--- src/rtl/uart_rx_if.sv ---
// uart_rx bus bundle: serial line in, received byte and status strobes out.
// master = receiver side, slave = line driver / byte consumer side.
interface uart_rx_if;
  logic       rx;
  logic [7:0] data_out;
  logic       valid;
  logic       frame_err;
  logic       busy;

  modport master (
    input  rx,
    output data_out,
    output valid,
    output frame_err,
    output busy
  );

  modport slave (
    output rx,
    input  data_out,
    input  valid,
    input  frame_err,
    input  busy
  );
endinterface

--- src/rtl/uart_rx.sv ---
// 8N1 UART receiver, CLOCK_DIV+1 cycles per bit, 2-flop input synchroniser.
// Define UART_RX_PARITY_EN for 8E1 framing with an even-parity check.
module uart_rx #(
  parameter int CLOCK_DIV = 104
) (
  input  logic      clock,
  input  logic      reset,
  uart_rx_if.master bus
);

  localparam logic [15:0] DIV  = 16'(CLOCK_DIV);
  localparam logic [15:0] HALF = 16'(CLOCK_DIV / 2);

  typedef enum logic [2:0] {
    S_IDLE,
    S_START,
    S_DATA,
    S_STOP,
    S_BREAK
`ifdef UART_RX_PARITY_EN
    , S_PARITY
`endif
  } state_t;

  state_t      state_q, state_d;
  logic [1:0]  sync_q, sync_d;
  logic [15:0] count_q, count_d;
  logic [2:0]  bit_q, bit_d;
  logic [7:0]  shift_q, shift_d;
  logic [7:0]  data_q, data_d;
  logic        valid_q, valid_d;
  logic        ferr_q, ferr_d;
  logic        rx_s;
  logic        par_err;
`ifdef UART_RX_PARITY_EN
  logic        par_err_q, par_err_d;
  assign par_err = par_err_q;
`else
  assign par_err = 1'b0;
`endif

  assign rx_s = sync_q[1];

  always_comb begin
    state_d = state_q;
    sync_d  = {sync_q[0], bus.rx};
    count_d = count_q + 16'd1;
    bit_d   = bit_q;
    shift_d = shift_q;
    data_d  = data_q;
    valid_d = 1'b0;
    ferr_d  = 1'b0;
`ifdef UART_RX_PARITY_EN
    par_err_d = par_err_q;
`endif
    unique case (state_q)
      S_IDLE: begin
        count_d = '0;
        if (!rx_s) state_d = S_START;
      end
      S_START: begin
        if (count_q == HALF) begin
          count_d = '0;
          bit_d   = '0;
          state_d = rx_s ? S_IDLE : S_DATA;
        end
      end
      S_DATA: begin
        if (count_q == DIV) begin
          count_d = '0;
          shift_d = {rx_s, shift_q[7:1]};
          bit_d   = bit_q + 3'd1;
          if (bit_q == 3'd7) begin
`ifdef UART_RX_PARITY_EN
            state_d = S_PARITY;
`else
            state_d = S_STOP;
`endif
          end
        end
      end
`ifdef UART_RX_PARITY_EN
      S_PARITY: begin
        if (count_q == DIV) begin
          count_d   = '0;
          par_err_d = ^{shift_q, rx_s};
          state_d   = S_STOP;
        end
      end
`endif
      S_STOP: begin
        if (count_q == DIV) begin
          count_d = '0;
          if (rx_s) begin
            if (par_err) begin
              ferr_d = 1'b1;
            end else begin
              valid_d = 1'b1;
              data_d  = shift_q;
            end
            state_d = S_IDLE;
          end else begin
            ferr_d  = 1'b1;
            state_d = S_BREAK;
          end
        end
      end
      // Hold off until the line returns high so a break cannot re-trigger.
      S_BREAK: begin
        count_d = '0;
        if (rx_s) state_d = S_IDLE;
      end
      default: begin
        count_d = '0;
        state_d = S_IDLE;
      end
    endcase
  end

  always_ff @(posedge clock or posedge reset) begin
    if (reset) begin
      state_q <= S_IDLE;
      sync_q  <= 2'b11;
      count_q <= '0;
      bit_q   <= '0;
      shift_q <= '0;
      data_q  <= '0;
      valid_q <= 1'b0;
      ferr_q  <= 1'b0;
`ifdef UART_RX_PARITY_EN
      par_err_q <= 1'b0;
`endif
    end else begin
      state_q <= state_d;
      sync_q  <= sync_d;
      count_q <= count_d;
      bit_q   <= bit_d;
      shift_q <= shift_d;
      data_q  <= data_d;
      valid_q <= valid_d;
      ferr_q  <= ferr_d;
`ifdef UART_RX_PARITY_EN
      par_err_q <= par_err_d;
`endif
    end
  end

  assign bus.data_out  = data_q;
  assign bus.valid     = valid_q;
  assign bus.frame_err = ferr_q;
  assign bus.busy      = (state_q != S_IDLE);

endmodule
--- src/flat_wrapper.sv ---
// flat-port wrapper written by rule: the top's interface ports become plain ports
module uart_rx_flat 
#(
  parameter int CLOCK_DIV = 104
)
  (clock, reset, bus_rx, bus_data_out, bus_valid, bus_frame_err, bus_busy);
  uart_rx_if bus_i ();
  input  logic clock;
  input  logic reset;
  input wire logic [$bits(bus_i.rx)-1:0] bus_rx;
  output wire logic [$bits(bus_i.data_out)-1:0] bus_data_out;
  output wire logic [$bits(bus_i.valid)-1:0] bus_valid;
  output wire logic [$bits(bus_i.frame_err)-1:0] bus_frame_err;
  output wire logic [$bits(bus_i.busy)-1:0] bus_busy;
  assign bus_i.rx = bus_rx;
  assign bus_data_out = bus_i.data_out;
  assign bus_valid = bus_i.valid;
  assign bus_frame_err = bus_i.frame_err;
  assign bus_busy = bus_i.busy;
  uart_rx #(.CLOCK_DIV(CLOCK_DIV)) u_core (.clock(clock), .reset(reset), .bus(bus_i));
endmodule
--- config.mk ---
export PLATFORM = sky130hd
export DESIGN_NAME = uart_rx_flat
export DESIGN_NICKNAME = d
export VERILOG_FILES = /design/src/rtl/uart_rx_if.sv /design/src/rtl/uart_rx.sv /design/src/flat_wrapper.sv
export SDC_FILE = /design/constraint.sdc
export NUM_CORES = 1
export LEC_CHECK = 0
export CORE_UTILIZATION = 45
export CTS_BUF_LIST = sky130_fd_sc_hd__clkbuf_2 sky130_fd_sc_hd__clkbuf_4 sky130_fd_sc_hd__clkbuf_8
export CTS_CLUSTER_DIAMETER = 120
export DETAILED_ROUTE_END_ITERATION = 8
export PLACE_DENSITY = 0.74
export SLEW_MARGIN = 20
export SYNTH_ARGS = -nofsm -noshare
export SYNTH_HDL_FRONTEND = slang
export SYNTH_SLANG_ARGS = --single-unit
--- constraint.sdc ---
create_clock -name clock -period 3.48 [get_ports clock]
set_clock_uncertainty 0.05 [all_clocks]
set_input_delay 0.696 -clock clock [delete_from_list [all_inputs] [get_ports clock]]
set_output_delay 0.696 -clock clock [all_outputs]
set_load 0.05 [all_outputs]
==> results.cfg <==
[outcome]
status = finished clean

[routing]
wl_met1_um = 1530
first_iter_violations = 84
first_pass_iters = 4
finalWirelength_um = 3310
antenna_left = 0
wl_met3_um = 137
wl_met2_um = 1580
drt-wirelength-per-cell_um = 14.1
drc = 0
via_per_inst = 5.47
top_layer = met4
num_vias = 1286

[placed_design]
gp_congestion = 0.792
dp_slack_ns = 1.23
dpl_cell_area_mm2 = 0.00217
dp.cells = 227
port_buffers = 13
hpwl_um = 2410

[final_layout]
nFillCells = 371
design_area_mm2 = 0.00228
area_delta_synth_final_pct = 14.0
final_layout_size_suffix_gt1_frac = 0.195
stdcell_count = 235
multi_input_area_um2 = 887
antenna_cells = 0
postLayoutCoreUtil = 0.550
nets = 191
seqCellArea_mm2 = 0.00105

[yosys]
synth-edff-count = 0
synthArstFlopShare = 1.00
ys_warn_count = 0
synth_area_mm2 = 0.00200
synth_area_per_cell_um2 = 11.8
synth_cells = 169
synthDistinctLibCells = 42
synth-seq-area-share = 0.527
yosys_register_bits = 42
synth_fp_nets = 176
ys.flop_type = dfrtp_1

[grt]
grt_pass1_wl_um = 5910
grtUsageTotal = 0.178
grt_overflow = 0
grt_max_degree = 43
antenna_found_initial = 0
grt_pass1_vias = 1316

[power]
power_density_mw_per_mm2 = 385
swShare = 0.197
comb_power_share = 0.015
leakage_nw = 1.05
p_total_uw = 877
vdd_ir_drop_max_mv = 0.206
switching_power_uw = 172
p_int_uw = 704
clkPwrFrac = 0.425
seqPwrFrac = 0.560

[sta]
relSlewSlack = 0.658
slew_violations = 0
rsz0062_at_grt = false
tightest_slew_ns = 0.511
finalSetupViolCount = 0
fin_ws_ns = 0.913
tns_ns = 0
max_freq_ghz = 0.390
min_period_ns = 2.57
fin_crit_sh = 0.738
hold_viol = 0
hold-worst-slack_ns = 0.314

[clock_network]
numCtsBuffers = 5
clock_latency_ns = 0.29
cts_tree = done
cts_max_level = 2
cts_hold_repair.buffers = 0
clock_sinks = 42
cts_buffer_depth = 2
cts-root-buf = clkbuf_8
path_clk_slew_ns = 0.07
cts_resized = 0
cts_setup_buffers = 0

[worst_setup_path]
crit_buf_inv = 1
arrival_ns = 1.82
crit_chain = nor2_1 -> nand2_1 -> clkdlybuf4s50_1
crit_family = buffers and inverters
worst-path-max-fanout = 12
cp_slowest_cell = clkdlybuf4s50_1
required_ns = 2.73
path_class = reg2out
startpoint_type = flip-flop
cpPeakStageDelay_ns = 0.80
cp-end-kind = primary output

[floorplanning]
die_x_um = 68.7
start_util = 0.482
dieHeight_um = 68.7
coreArea_mm2 = 0.00414
die_area_mm2 = 0.00471
rows = 23
pin_count = 14

[worst_hold_path]
hp-class = reg2reg

[job]
drv_cap = 0
## Yosys cell counts (2+ instances only)
library cell | number | area, µm²
a21oi_1 | 6 | 30.0
buf_2 | 2 | 10.0
and2_1 | 2 | 12.5
nor2_1 | 17 | 63.8
mux2i_1 | 3 | 30.0
or3_1 | 5 | 31.3
clkbuf_1 | 4 | 15.0
inv_1 | 6 | 22.5
ha_1 | 4 | 50.1
dfstp_2 | 2 | 52.6
nand3_1 | 4 | 20.0
mux2_4 | 8 | 120
nor3_1 | 3 | 15.0
dfrtp_1 | 40 | 1000
nand4_1 | 8 | 50.1
xor2_1 | 8 | 70.1
mux2_2 | 8 | 90.1
xnor2_1 | 2 | 17.5
o21ai_0 | 7 | 35.0
nand2_1 | 8 | 30.0
## flip-flops by register name, summed over array words and instances (netlist names)
signal	cells
u_core.shift_q	8
u_core.bus.frame_err	1
u_core.bus.data_out	8
u_core.bit_q	3
u_core.state_q	3
u_core.count_q	16
u_core.sync_q	2
u_core.bus.valid	1
## final timing paths
kind                       slack [ns]                     startpoint  depth (start not counted)                            end
max                              0.91  u_core.state_q[1]$_DFFE_PP0P_                          3                       bus_busy
min                              0.31     u_core.sync_q[0]$_DFF_PP1_                          0     u_core.sync_q[1]$_DFF_PP1_
max reg2reg                      1.27    u_core.count_q[0]$_DFF_PP0_                          6  u_core.shift_q[1]$_DFFE_PP0P_
min reg2reg                      0.31     u_core.sync_q[0]$_DFF_PP1_                          0     u_core.sync_q[1]$_DFF_PP1_
max in group asynchronous        2.24                          reset                          3     u_core.sync_q[0]$_DFF_PP1_
min in group asynchronous        0.77                          reset                          3  u_core.shift_q[1]$_DFFE_PP0P_
## cell usage in the layout, fill, tap and decap left out, drive strengths merged, types with 2 or more instances in the layout
cell	synthesis	routed
dfrtp	40	40
nor2	18	18
mux2	17	17
clkdlybuf4s50	0	13
nand4	9	9
nand2	8	8
xor2	8	8
o21ai	7	7
inv	6	6
a21oi	6	6
or3	5	5
clkbuf	4	5
nand3	4	4
ha	4	4
nor3	3	3
mux2i	3	3
and2	2	2
xnor2	2	2
clkinv	0	2
buf	3	2
dfstp	2	2
nor3b	2	2
and4	2	2
and3	2	2
## power groups by stage
| stage | Combinational [mW] | Clock (mW) | Sequential [mW] |
|---|---|---|---|
| after floorplan | 0.00839 | 0 | 0.500 |
| after global placement | 0.0138 | 0 | 0.500 |
| after detailed placement | 0.0142 | 0 | 0.500 |
| after CTS | 0.0142 | 0.383 | 0.491 |
| after global routing | 0.0160 | 0.406 | 0.491 |
| final | 0.0133 | 0.372 | 0.491 |
## final cells by class
cell class              count  share of cell area
clock buffers               5              0.0302
clock inverters             3              0.0176
inverters                   6             0.00988
multi-input cells         114               0.389
flip-flops and latches     42               0.462
well taps                  50              0.0274
repair buffers             15              0.0637
## cell families (layout without fill, tap and decap cells)
logic type	Yosys count	count (layout)	share of synthesized area
multiplexers	20	20	0.126
AND/OR/NAND/NOR	63	63	0.195
flip-flops	42	42	0.527
AO/OA/AOI/OAI	17	17	0.0538
XOR/XNOR	10	10	0.0438
adder cells (fa/ha/maj)	4	4	0.0250
buffers and inverters	13	29	0.0294
## per-layer routing
layer,vias to the layer above,track usage
li1,622,-
met1,624,0.217
met2,32,0.286
met3,8,0.0559
met4,0,0.0859
met5,-,0
Note: power is estimated with default switching activity, not from simulation.
